## src/rtl/alu_pkg.sv

```systemverilog
// alu_pkg: shared ALU op codes, width and legality helper
package alu_pkg;
    localparam int ALU_WIDTH = 32;
    localparam logic [3:0] ALU_AND = 4'b0000;
    localparam logic [3:0] ALU_OR  = 4'b0001;
    localparam logic [3:0] ALU_ADD = 4'b0010;
    localparam logic [3:0] ALU_SUB = 4'b0110;
    localparam logic [3:0] ALU_SLT = 4'b0111;
    typedef enum logic {RSP_EMPTY, RSP_FULL} rsp_state_t;
    function automatic logic alu_op_legal(input logic [3:0] op);
        return op inside {ALU_AND, ALU_OR, ALU_ADD, ALU_SUB, ALU_SLT};
    endfunction
endpackage

```

## src/rtl/alu.sv

```systemverilog
// alu: 32-bit MIPS ALU, illegal control codes yield a zero result
module alu
    import alu_pkg::*;
(
    input  logic [ALU_WIDTH-1:0] read1,
    input  logic [ALU_WIDTH-1:0] read2,
    input  logic [3:0]           control,
    output logic [ALU_WIDTH-1:0] result,
    output logic                 zero
);
    // select the operation result by control code
    always_comb begin
        result = control == ALU_AND ? read1 & read2 :
                 control == ALU_OR  ? read1 | read2 :
                 control == ALU_ADD ? read1 + read2 :
                 control == ALU_SUB ? read1 - read2 :
                 control == ALU_SLT ? {{(ALU_WIDTH-1){1'b0}}, $signed(read1) < $signed(read2)} :
                 '0;
        zero = result == '0;
    end
endmodule

```

## src/rtl/alu_arbiter.sv

```systemverilog
// alu_arbiter: round-robin sharing of one ALU between two requesters with a registered response
module alu_arbiter
    import alu_pkg::*;
#(
    parameter int WIDTH = ALU_WIDTH
) (
    input  logic             clock,
    input  logic             reset,
    input  logic             req0_valid,
    output logic             req0_ready,
    input  logic [WIDTH-1:0] req0_a,
    input  logic [WIDTH-1:0] req0_b,
    input  logic [3:0]       req0_op,
    input  logic             req1_valid,
    output logic             req1_ready,
    input  logic [WIDTH-1:0] req1_a,
    input  logic [WIDTH-1:0] req1_b,
    input  logic [3:0]       req1_op,
    output logic             rsp_valid,
    input  logic             rsp_ready,
    output logic             rsp_id,
    output logic [WIDTH-1:0] rsp_result,
    output logic             rsp_zero,
    output logic             rsp_err
);
    rsp_state_t       r_state;
    rsp_state_t       w_state_next;
    logic             r_last;
    logic             r_id;
    logic [WIDTH-1:0] r_result;
    logic             r_zero;
    logic             r_err;
    logic             w_slot_free;
    logic             w_gnt1;
    logic             w_accept;
    logic             w_legal;
    logic [WIDTH-1:0] w_a;
    logic [WIDTH-1:0] w_b;
    logic [3:0]       w_op;
    logic [WIDTH-1:0] w_result;
    logic             w_zero;

    assign rsp_valid   = r_state == RSP_FULL;
    assign w_slot_free = (!rsp_valid || rsp_ready) && !reset;
    // requester 1 wins when alone, or when both ask and requester 0 went last
    assign w_gnt1      = req1_valid && (!req0_valid || !r_last);
    assign req1_ready  = w_slot_free && w_gnt1;
    assign req0_ready  = w_slot_free && req0_valid && !w_gnt1;
    assign w_accept    = (req0_valid && req0_ready) || (req1_valid && req1_ready);
    // idle cycles feed requester 0 so the ALU never sees X from the mux
    assign w_a         = req1_ready ? req1_a  : req0_a;
    assign w_b         = req1_ready ? req1_b  : req0_b;
    assign w_op        = req1_ready ? req1_op : req0_op;
    assign w_legal     = alu_op_legal(w_op);
    assign rsp_id      = r_id;
    assign rsp_result  = r_result;
    assign rsp_zero    = r_zero;
    assign rsp_err     = r_err;

    alu u_alu (
        .read1   (w_a),
        .read2   (w_b),
        .control (w_op),
        .result  (w_result),
        .zero    (w_zero)
    );

    // response slot state register
    always_ff @(posedge clock or posedge reset) begin
        if (reset) r_state <= RSP_EMPTY;
        else       r_state <= w_state_next;
    end

    // fill on accept, drain when the consumer takes it without a refill
    always_comb begin
        w_state_next = w_accept ? RSP_FULL : rsp_ready ? RSP_EMPTY : r_state;
    end

    // capture the ALU outputs and owner on every accept
    always_ff @(posedge clock or posedge reset) begin
        if (reset) begin
            r_last   <= 1'b1;
            r_id     <= 1'b0;
            r_result <= '0;
            r_zero   <= 1'b0;
            r_err    <= 1'b0;
        end else if (w_accept) begin
            r_last   <= req1_ready;
            r_id     <= req1_ready;
            r_result <= w_result;
            r_zero   <= w_zero && w_legal;
            r_err    <= !w_legal;
        end
    end
endmodule
```

## config.mk

```make
export PLATFORM = sky130hd
export DESIGN_NAME = alu_arbiter
export DESIGN_NICKNAME = d
export VERILOG_FILES = /design/src/rtl/alu_pkg.sv /design/src/rtl/alu.sv /design/src/rtl/alu_arbiter.sv
export SDC_FILE = /design/constraint.sdc
export NUM_CORES = 1
export LEC_CHECK = 0
export ABC_AREA = 1
export CAP_MARGIN = 20
export CORE_UTILIZATION = 23
export CTS_CLUSTER_DIAMETER = 40
export CTS_CLUSTER_SIZE = 8
export DETAILED_ROUTE_END_ITERATION = 12
export MAX_ROUTING_LAYER = met4
export SYNTH_ARGS = -nofsm -noshare
export SYNTH_HDL_FRONTEND = slang
export SYNTH_SLANG_ARGS = --single-unit
```

## constraint.sdc

```tcl
create_clock -name clock -period 3.5 [get_ports clock]
set_input_delay 0.35 -clock clock [delete_from_list [all_inputs] [get_ports clock]]
set_output_delay 0.35 -clock clock [all_outputs]
set_load 0.02 [all_outputs]
```

==> results by group, run 1 <==
Floorplan
  • Die Width: 189 µm
  • I/O pin total: 179
  • Core area: 34500 µm²
  • Initial core utilization: 0.234
  • Die area: 35900 µm²
  • Die H: 189 µm
  • Std cell rows: 68

STA
  • Unrepaired setup endpoints after global routing: true
  • Setup TNS: -1.17 ns
  • Fin crit share: 1.07
  • Final Hold Viols: 0
  • Slew Viols, Final: 0
  • Clock skew: 0.00345 ns
  • Fmax: 267 MHz
  • Setup ws final: -0.243 ns
  • # setup viols final: 11
  • Max-slew headroom: 0.588
  • Worst-margin pin slew: 0.611 ns
  • Final Critical Period: 3.74 ns

Layout
  • Most common cell after layout, fill and taps aside: buf_4
  • Final Cell Area: 17100 µm²
  • Commonest cells after routing, fill and taps aside: 427 x buf_4, 264 x nand2_1, 182 x inv_1
  • # diodes: 0
  • Syn-to-layout area delta: 112%
  • Share of cells above drive strength 1: 0.507
  • Nets: 2310

Routing
  • Post-route ant nets: 0
  • Wire per inst: 17.6 µm
  • Initial drt markers: 800
  • Final WL: 44500 µm
  • DR vias: 11.9k
  • Vias/cell: 4.69
  • Top sig layer: met4
  • Pre-antenna DRT Iters: 6
  • Met1 WL: 20800 µm
  • DRC violations left: 0
  • WL met3: 2150 µm
  • Met2 Wirelength: 20300 µm

Critical path
  • Critical Path Fanout Max: 7
  • Setup CP Type: reg2reg
  • CP Launch Type: flop
  • CP endpoint kind: flop
  • Arrival time at the worst endpoint: 3.96 ns
  • Worst setup path start: r_last
  • Worst R2R Setup Slack: -0.24 ns
  • Reg2Reg Launch Point: r_last
  • WP data required: 3.72 ns

Synthesis
  • Main synth FF type: dfrtp_1
  • Number of synthesized register bits: 37
  • Warnings from Yosys: 0
  • Synthesized cell area: 8080 µm²
  • Cell variety after synth: 45
  • Avg Cell Area, Syn: 5.65 µm²
  • Post-synth ARST share: 1.00
  • Mapped Cells: 1431
  • Share of the yosys chip area belonging to registers: 0.115
  • Number of flops mapped to enable cells by yosys: 0
  • Syn Nets: 1668

Place
  • Gpl congestion: 0.942
  • I/O Buffers: 178
  • HPWL after DPL: 34400 µm
  • Post-DP Area: 13200 µm²
  • Pre-CTS WS: -1.07 ns

GRT
  • First-pass GRT wire length: 65700 µm
  • Gr ovfl total: 0
  • Pin count of the biggest net entering global routing: 43
  • Vias in the first global route: 11.8k
  • Initial antenna violation count: 1
  • GRT Total Usage: 0.246

Clock tree
  • CTS H-tree depth: 2
  • CTS max path bufs: 2
  • Clk slew on worst S/H paths: 0.05 ns
  • Sink Count: 37
  • Clock latency on the worst-skew pair: 0.28 ns
  • CTS tree: built
  • Num CTS Buffers: 5
  • Root buffer cell: clkbuf_16

Status
  • Status: finished, violations left
  • Failing checks: setup timing

Power
  • Worst VDD drop: 215 µV
  • Pwr Density: 347 nW/µm²
  • Leak pwr: 0.00816 µW
  • Overall Power: 5950 µW

Min path
  • Hold Crit Class: in2async

Job
  • Max-cap violations: 0
## metal layers
metal  global-route usage  up-vias
met3               0.0261       72
met5                    -        -
met2                0.396      361
li1                     -     5865
met1                0.323     5573
met4               0.0685        0
## critical path: stages (launching register included)
cell and delay [ns]:
dfstp_2 0.53, nand2_2 0.06, nand2_4 0.13, inv_4 0.07, nand2_8 0.13, buf_12 0.15, buf_16 0.16, buf_8 0.12
buf_6 0.10, nand2_1 0.05, o21ai_2 0.09, ha_4 0.28, buf_12 0.15, inv_1 0.15, a21oi_2 0.09, buf_4 0.13
o21a_1 0.18, o21ai_0 0.21, a21oi_1 0.11, nand2_2 0.10, a21oi_1 0.06, o21ai_1 0.07, o211ai_1 0.12, nor2_2 0.21
nand4_1 0.12, nand2_1 0.07
## flip-flops by register name (all words and copies together) (netlist names)
signal	count
rsp_id	1
rsp_result	32
rsp_err	1
rsp_zero	1
rsp_valid	1
r_last	1
## per-stage QoR
stage	hold WS, ns	std cells	utilization
6_report	0.417	2529	0.496
5_1_grt	0.469	2529	0.496
3_3_place_gp	0.458	2409	0.383
2_1_floorplan	0.226	1431	-
3_5_place_dp	0.467	2409	0.383
4_1_cts	0.429	2504	0.464
## synth_stat cells (all sizes together) (14+ instances only)
cell	n	area, µm²
nor3	14	70.1
nand3	121	616
inv	249	935
nand2	361	1460
nor2	149	596
or2	40	250
a21oi	93	484
o21ai	143	716
buf	16	100
dfrtp	36	901
clkbuf	27	105
ha	96	1200
nand4	19	119
## repair_timing
item | CTS | global route
endpoints found under the setup margin | 25 | 24
resized for setup | 533 | 269
hold buffers | 0 | 0
pin swaps | 125 | 108
buffers inserted | 77 | 32
cloned | 10 | 1
## power breakdown
| part | internal [µW] | total [µW] | leakage [µW] | switching, µW |
|---|---|---|---|---|
| sequential | 517 | 573 | 0.000487 | 55.1 |
| combinational | 2370 | 4960 | 0.00760 | 2590 |
| clock | 264 | 417 | 0.0000652 | 153 |
| total | 3150 | 5950 | 0.00816 | 2800 |
## kinds of logic after synthesis
family | after synthesis | synth area share
and+or+nand+nor | 716 | 0.397
buffers and inverters | 293 | 0.142
AOI/OAI and AO/OA | 284 | 0.193
adders and majority gates | 96 | 0.149
DFF | 37 | 0.115
xor gates and xnor gates | 5 | 0.00542
## path summary, 6_finish.rpt
path | endpoint | depth (start not counted)
hold / removal | rsp_valid | 3
setup / recovery | rsp_zero | 25
min in group clock | rsp_result[10] | 2
hold reg to reg | rsp_result[10] | 2
max in group asynchronous | r_last | 3
setup reg to reg | rsp_zero | 25
## cell type report
cell class | instances | area (µm²)
sequential | 37 | 927
clock buffer | 8 | 136
inverter | 250 | 967
multi-input combinational | 1102 | 8430
fill | 3409 | 17400
tap | 455 | 569
timing repair buffer | 677 | 6090
(Power assumes the default switching activity.)
==> inputs of run 2 (changes only) <==
==> constraint.sdc (replaced) <==
create_clock -name clock -period 3.5 [get_ports clock]
set_input_delay 0.35 -clock clock [delete_from_list [all_inputs] [get_ports clock]]
set_output_delay 0.35 -clock clock [all_outputs]
set_load 0.1 [all_outputs]
==> run 2 against run 1 <==
Compared with the run above:
- the flow still finishes with violations (setup timing)
- combinational power down 3%
- global-route usage is 2.0 points lower
- via count shrank 3.6%
- register-to-register slack gained 0.04 ns
- cell area is 9.9% lower
- first-iteration DRC count down 4.1%
- non-clock buffer count down 77
- die area unchanged
- largest cell class unchanged
- highest routed layer unchanged
==> results by group, run 2 (synthesis gave the netlist of run 1 again) <==
STA
  • Fmax: 270 MHz
  • Fin crit share: 1.06
  • Worst-margin pin slew: 1.01 ns
  • Final Critical Period: 3.70 ns
  • Max-slew headroom: 0.324
  • # setup viols final: 9
  • Slew Viols, Final: 0
  • Clock skew: 0.00336 ns
  • Final Hold Viols: 0
  • Setup ws final: -0.202 ns
  • Unrepaired setup endpoints after global routing: true

Routing
  • DR vias: 11.4k
  • Final WL: 42100 µm
  • Wire per inst: 17.2 µm
  • Post-route ant nets: 0
  • Pre-antenna DRT Iters: 5
  • Vias/cell: 4.67
  • DRC violations left: 0
  • Initial drt markers: 767

Floorplan
  • Die Width: 189 µm
  • I/O pin total: 179
  • Initial core utilization: 0.234
  • Die area: 35900 µm²
  • Std cell rows: 68
  • Die H: 189 µm
  • Core area: 34500 µm²

GRT
  • Initial antenna violation count: 4
  • Vias in the first global route: 11.0k
  • Pin count of the biggest net entering global routing: 43
  • Gr ovfl total: 0
  • GRT Total Usage: 0.226
  • First-pass GRT wire length: 61200 µm

Clock tree
  • Sink Count: 37
  • CTS H-tree depth: 2
  • CTS max path bufs: 2
  • Clk slew on worst S/H paths: 0.05 ns
  • CTS tree: built
  • Root buffer cell: clkbuf_16
  • Hold_buf cts: 0
  • Num CTS Buffers: 5
  • Clock latency on the worst-skew pair: 0.28 ns

Min path
  • Hold Crit Class: in2reg
  • Hold Path Depth: 4
  • Hold endpoint: rsp_valid
  • Hold_sp: rsp_ready

Place
  • Gpl congestion: 0.994
  • Post-DP Area: 13000 µm²
  • I/O Buffers: 178
  • HPWL after DPL: 34400 µm

Status
  • Status: finished, violations left
  • Failing checks: setup timing

Critical path
  • CP Launch Type: flop
  • Critical Path Fanout Max: 6
  • Reg2Reg Launch Point: rsp_valid
  • Reg2reg path depth: 24
  • Arrival time at the worst endpoint: 3.91 ns
  • WP data required: 3.71 ns
  • CP endpoint kind: flop
  • Worst R2R Setup Slack: -0.20 ns
  • Setup CP Type: reg2reg
  • Reg-to-Reg End: rsp_zero

Layout
  • FF/Latch Area: 931 µm²
  • Syn-to-layout area delta: 90.9%
  • # fillers: 3635
  • Nets: 2233
  • Most common cell after layout, fill and taps aside: buf_4
  • Share of cells above drive strength 1: 0.418
  • Max reg flops: 32
  • Commonest cells after routing, fill and taps aside: 394 x buf_4, 298 x nand2_1, 213 x inv_1
  • # diodes: 0
  • Multi-input gate area: 7610 µm²
  • Final Cell Area: 15400 µm²

Power
  • Worst VDD drop: 335 µV
  • Overall Power: 5830 µW
  • Leak pwr: 0.00758 µW
  • Pwr Density: 378 nW/µm²

Job
  • Max-cap violations: 0
run 2: cell count changes in the layout (fill, tap and decap cells not counted), sizes merged:
cell           delta
buf              -80
clkbuf            +5
clkdlybuf4s50     -2
clkinvlp          -1
dlygate4sd2       -3
dlymetal6s2s      +3
inv               +1
nand2             +1
nor2              -1
run 2: timing repair:
action / 4_1_cts / 5_1_grt
pin swaps: 27 / 75
setup buffers: 13 / 40
resized for setup: 187 / 326
setup endpoints to repair: 26 / 26
cloned: 0 / 9
run 2: area by class of cell:
type | instances | area share
timing repair buffer | 600 | 0.339
sequential | 37 | 0.0603
tap | 455 | 0.0369
multi-input combinational | 1102 | 0.493
clock buffer | 8 | 0.00884
inverter | 250 | 0.0615
run 2: metal layers:
| metal | global-route usage | wire length [µm] | vias up |
|---|---|---|---|
| met2 | 0.358 | 18800 | 368 |
| met4 | 0.0478 | 788 | 0 |
| met3 | 0.0119 | 2120 | 43 |
| li1 | - | - | 5710 |
| met5 | - | 0 | - |
| met1 | 0.314 | 20400 | 5326 |
run 2: worst max-delay path, stage by stage, from the launching register on:
cell     delay, ns
dfrtp_4       0.49
a21oi_4       0.17
buf_12        0.15
nand2_8       0.10
buf_12        0.18
buf_8         0.14
o21ai_4       0.17
ha_4          0.23
buf_6         0.13
nor2_4        0.09
inv_2         0.04
buf_4         0.13
nor2_4        0.14
inv_4         0.07
nor3_4        0.17
nand4_1       0.19
nand2_1       0.12
nand2_1       0.07
nand3_2       0.11
nand4_1       0.18
nor2_2        0.16
nand3_1       0.09
nor2_2        0.13
nand4_1       0.08
nand2_1       0.08
run 2: power breakdown:
part	leakage [µW]	internal, µW	switching, µW	total (µW)
clock	0.0000652	265	158	422
sequential	0.000486	519	56.2	575
combinational	0.00703	2010	2830	4830
run 2: worst max-delay path by stage:
stage,start,to,slack [ns],cells after the start
floorplan,rsp_valid,rsp_zero,0.001,25
global placement,reset,rsp_zero,-1.02,24
detailed placement,reset,rsp_zero,-1.10,24
CTS,req0_valid,rsp_zero,-0.33,25
global route,r_last,rsp_zero,-0.40,26
finish,rsp_valid,rsp_zero,-0.20,24
run 2: metrics by stage:
| stage | TNS [ns] | hold slack, ns | util | setup WS, ns | cells |
|---|---|---|---|---|---|
| after floorplan | 0 | 0.226 | - | 0.00105 | 1431 |
| after global placement | -15.18 | 0.458 | 0.377 | -1.02 | 2382 |
| after detailed placement | -15.86 | 0.465 | 0.377 | -1.10 | 2382 |
| after CTS | -1.66 | 0.443 | 0.399 | -0.328 | 2403 |
| after global routing | -3.46 | 0.419 | 0.447 | -0.403 | 2452 |
| final | -0.798 | 0.394 | 0.447 | -0.202 | 2452 |
==> inputs of run 3 (changes only) <==
--- a/config.mk
+++ b/config.mk
@@ -8,9 +8,9 @@
 export ABC_AREA = 1
 export CAP_MARGIN = 20
 export CORE_UTILIZATION = 23
-export CTS_CLUSTER_DIAMETER = 40
 export CTS_CLUSTER_SIZE = 8
 export DETAILED_ROUTE_END_ITERATION = 12
+export DONT_BUFFER_PORTS = 1
 export MAX_ROUTING_LAYER = met4
 export SYNTH_ARGS = -nofsm -noshare
 export SYNTH_HDL_FRONTEND = slang
==> run 3 against run 2 <==
Compared with the run above:
- the run still ends with setup timing left
- non-clock buffer count down 178
- cell area is 12% lower
- fmax down 2.4%
- utilization down 5.3 points
- first-iteration DRC count down 2.6%
- via count fell by 5.2%
- setup slack got worse by 0.090 ns
- combinational power shrank 18%
- clock power rose by 5.7%
- largest cell class unchanged
==> results by group, run 3 (synthesis gave the netlist of run 1 again) <==
GRT
  • Initial antenna violation count: 2
  • Gr ovfl total: 0
  • GRT Total Usage: 0.220
  • Pin count of the biggest net entering global routing: 43
  • First-pass GRT wire length: 58300 µm
  • Vias in the first global route: 9988

Layout
  • FF/Latch Area: 931 µm²
  • Share of cells above drive strength 1: 0.464
  • Most common cell after layout, fill and taps aside: buf_4
  • Commonest cells after routing, fill and taps aside: 397 x buf_4, 295 x nand2_1, 208 x inv_1
  • Syn-to-layout area delta: 68.3%
  • Max reg flops: 32
  • Final core occ: 0.394
  • Multi-input gate area: 7610 µm²
  • Nets: 2054
  • # fillers: 3719

Floorplan
  • Core area: 34500 µm²
  • Die area: 35900 µm²
  • I/O pin total: 179
  • Std cell rows: 68
  • Initial core utilization: 0.234
  • Die H: 189 µm
  • Die Width: 189 µm

Critical path
  • Worst R2R Setup Slack: -0.29 ns
  • WP data required: 3.72 ns
  • Cells along the critical path: a21oi_4 > nand2_8 > clkbuf_16 > buf_4 > o21ai_4 > inv_2 > ha_4 > a21oi_2 > inv_2 > a21oi_2 > buf_4 > nor2_1 > nor2_1 > o21bai_1 > a21oi_2 > nand3_1 > nand3_2 > nand4_1 > nor2_1 > nand3_1 > nor2_2 > nand4_1 > nand2_1
  • Critical Path Fanout Max: 12
  • Reg-to-Reg End: rsp_zero
  • Setup CP Type: reg2reg
  • CP Launch Type: flop
  • Slowest cell on crit path: dfrtp_4
  • Top delay family on crit path: simple AND/OR/NAND/NOR gates
  • Reg2Reg Launch Point: rsp_valid
  • Arrival time at the worst endpoint: 4.01 ns
  • Crit-path max cell delay: 0.50 ns
  • CP endpoint kind: flop
  • Crit path buffers/inverters: 5
  • Reg2reg path depth: 23
  • Worst setup path start: rsp_valid

Clock tree
  • Hold_buf cts: 0
  • CTS tree: built
  • Num CTS Buffers: 5
  • Clk slew on worst S/H paths: 0.05 ns
  • CTS H-tree depth: 2
  • Root buffer cell: clkbuf_16
  • Clock latency on the worst-skew pair: 0.28 ns
  • Sink Count: 37
  • CTS max path bufs: 2

STA
  • Slew Viols, Final: 0
  • Max-slew headroom: 0.364
  • Clock skew: 0.00262 ns
  • Setup ws final: -0.292 ns
  • Fin crit share: 1.08
  • Final Hold Viols: 0
  • Worst-margin pin slew: 0.954 ns
  • Fmax: 264 MHz
  • # setup viols final: 9
  • WHS: 0.0829 ns
  • Final Critical Period: 3.79 ns
  • Unrepaired setup endpoints after global routing: true

Min path
  • Hold Crit Class: in2async

Power
  • Leak pwr: 0.00677 µW
  • Worst VDD drop: 285 µV
  • Pwr Density: 411 nW/µm²

Routing
  • Initial drt markers: 747
  • Pre-antenna DRT Iters: 6
  • Wire per inst: 17.9 µm
  • Vias/cell: 4.77
  • Final WL: 40700 µm
  • DR vias: 10.8k
  • Post-route ant nets: 0
  • DRC violations left: 0

Place
  • I/O Buffers: 0
  • HPWL after DPL: 33600 µm
  • Gpl congestion: 0.996

Job
  • Max-cap violations: 0

Status
  • Failing checks: setup timing
  • Status: finished, violations left
-- run 3: cell count changes in the layout (fill, tap and decap cells not counted), moves of 6 or more --
cell / before / now
clkdlybuf4s50_1: 172 / 0
nor2_1: 70 / 76
o21ai_0: 43 / 36
a21oi_1: 46 / 39
nand2_2: 47 / 54
a21oi_4: 5 / 12
-- run 3: final cells by class --
type / instances / share of cell area
diodes: 3 / 0.000552
clock buffers: 8 / 0.0108
inverters: 250 / 0.0701
multi-input cells: 1101 / 0.559
flip-flops and latches: 37 / 0.0684
well taps: 455 / 0.0419
repair buffers: 422 / 0.249
-- run 3: timing repair --
item | 4_1_cts | 5_1_grt
cloned | 0 | 5
resized for setup | 140 | 387
buffers inserted | 20 | 37
endpoints found under the setup margin | 22 | 29
pin swaps | 25 | 81
-- run 3: worst max-delay path by stage --
stage	endpoint	slack [ns]	depth (start not counted)
4_1_cts	rsp_zero	-0.32	25
6_report	rsp_zero	-0.29	23
3_3_place_gp	rsp_zero	-0.77	22
5_1_grt	rsp_zero	-0.50	23
3_5_place_dp	rsp_zero	-0.77	22
2_1_floorplan	rsp_zero	0.001	25
-- run 3: metrics by stage --
stage	worst slack [ns]	setup TNS (ns)	power [µW]	instances	area, µm²
after floorplan	0.00105	0	2670	1431	8120
after global placement	-0.767	-7.29	4240	2203	11200
after detailed placement	-0.768	-7.60	4240	2203	11200
after CTS	-0.323	-1.94	4930	2231	11900
after global routing	-0.499	-4.08	5950	2275	13600
final	-0.292	-1.03	5600	2276	13600
-- run 3: power breakdown --
group	total [µW]	leakage (µW)	internal, µW	switching, µW
registers	1200	0.000486	503	692
clock network	446	0.0000712	284	162
logic	3960	0.00621	1790	2170
-- run 3: per-layer routing --
layer / global-route usage / share of wire / vias up
met4: 0.0397 / 0.020 / 0
met3: 0.0369 / 0.080 / 46
met2: 0.340 / 0.44 / 381
met5: - / 0 / -
li1: - / - / 5341
met1: 0.301 / 0.46 / 5080
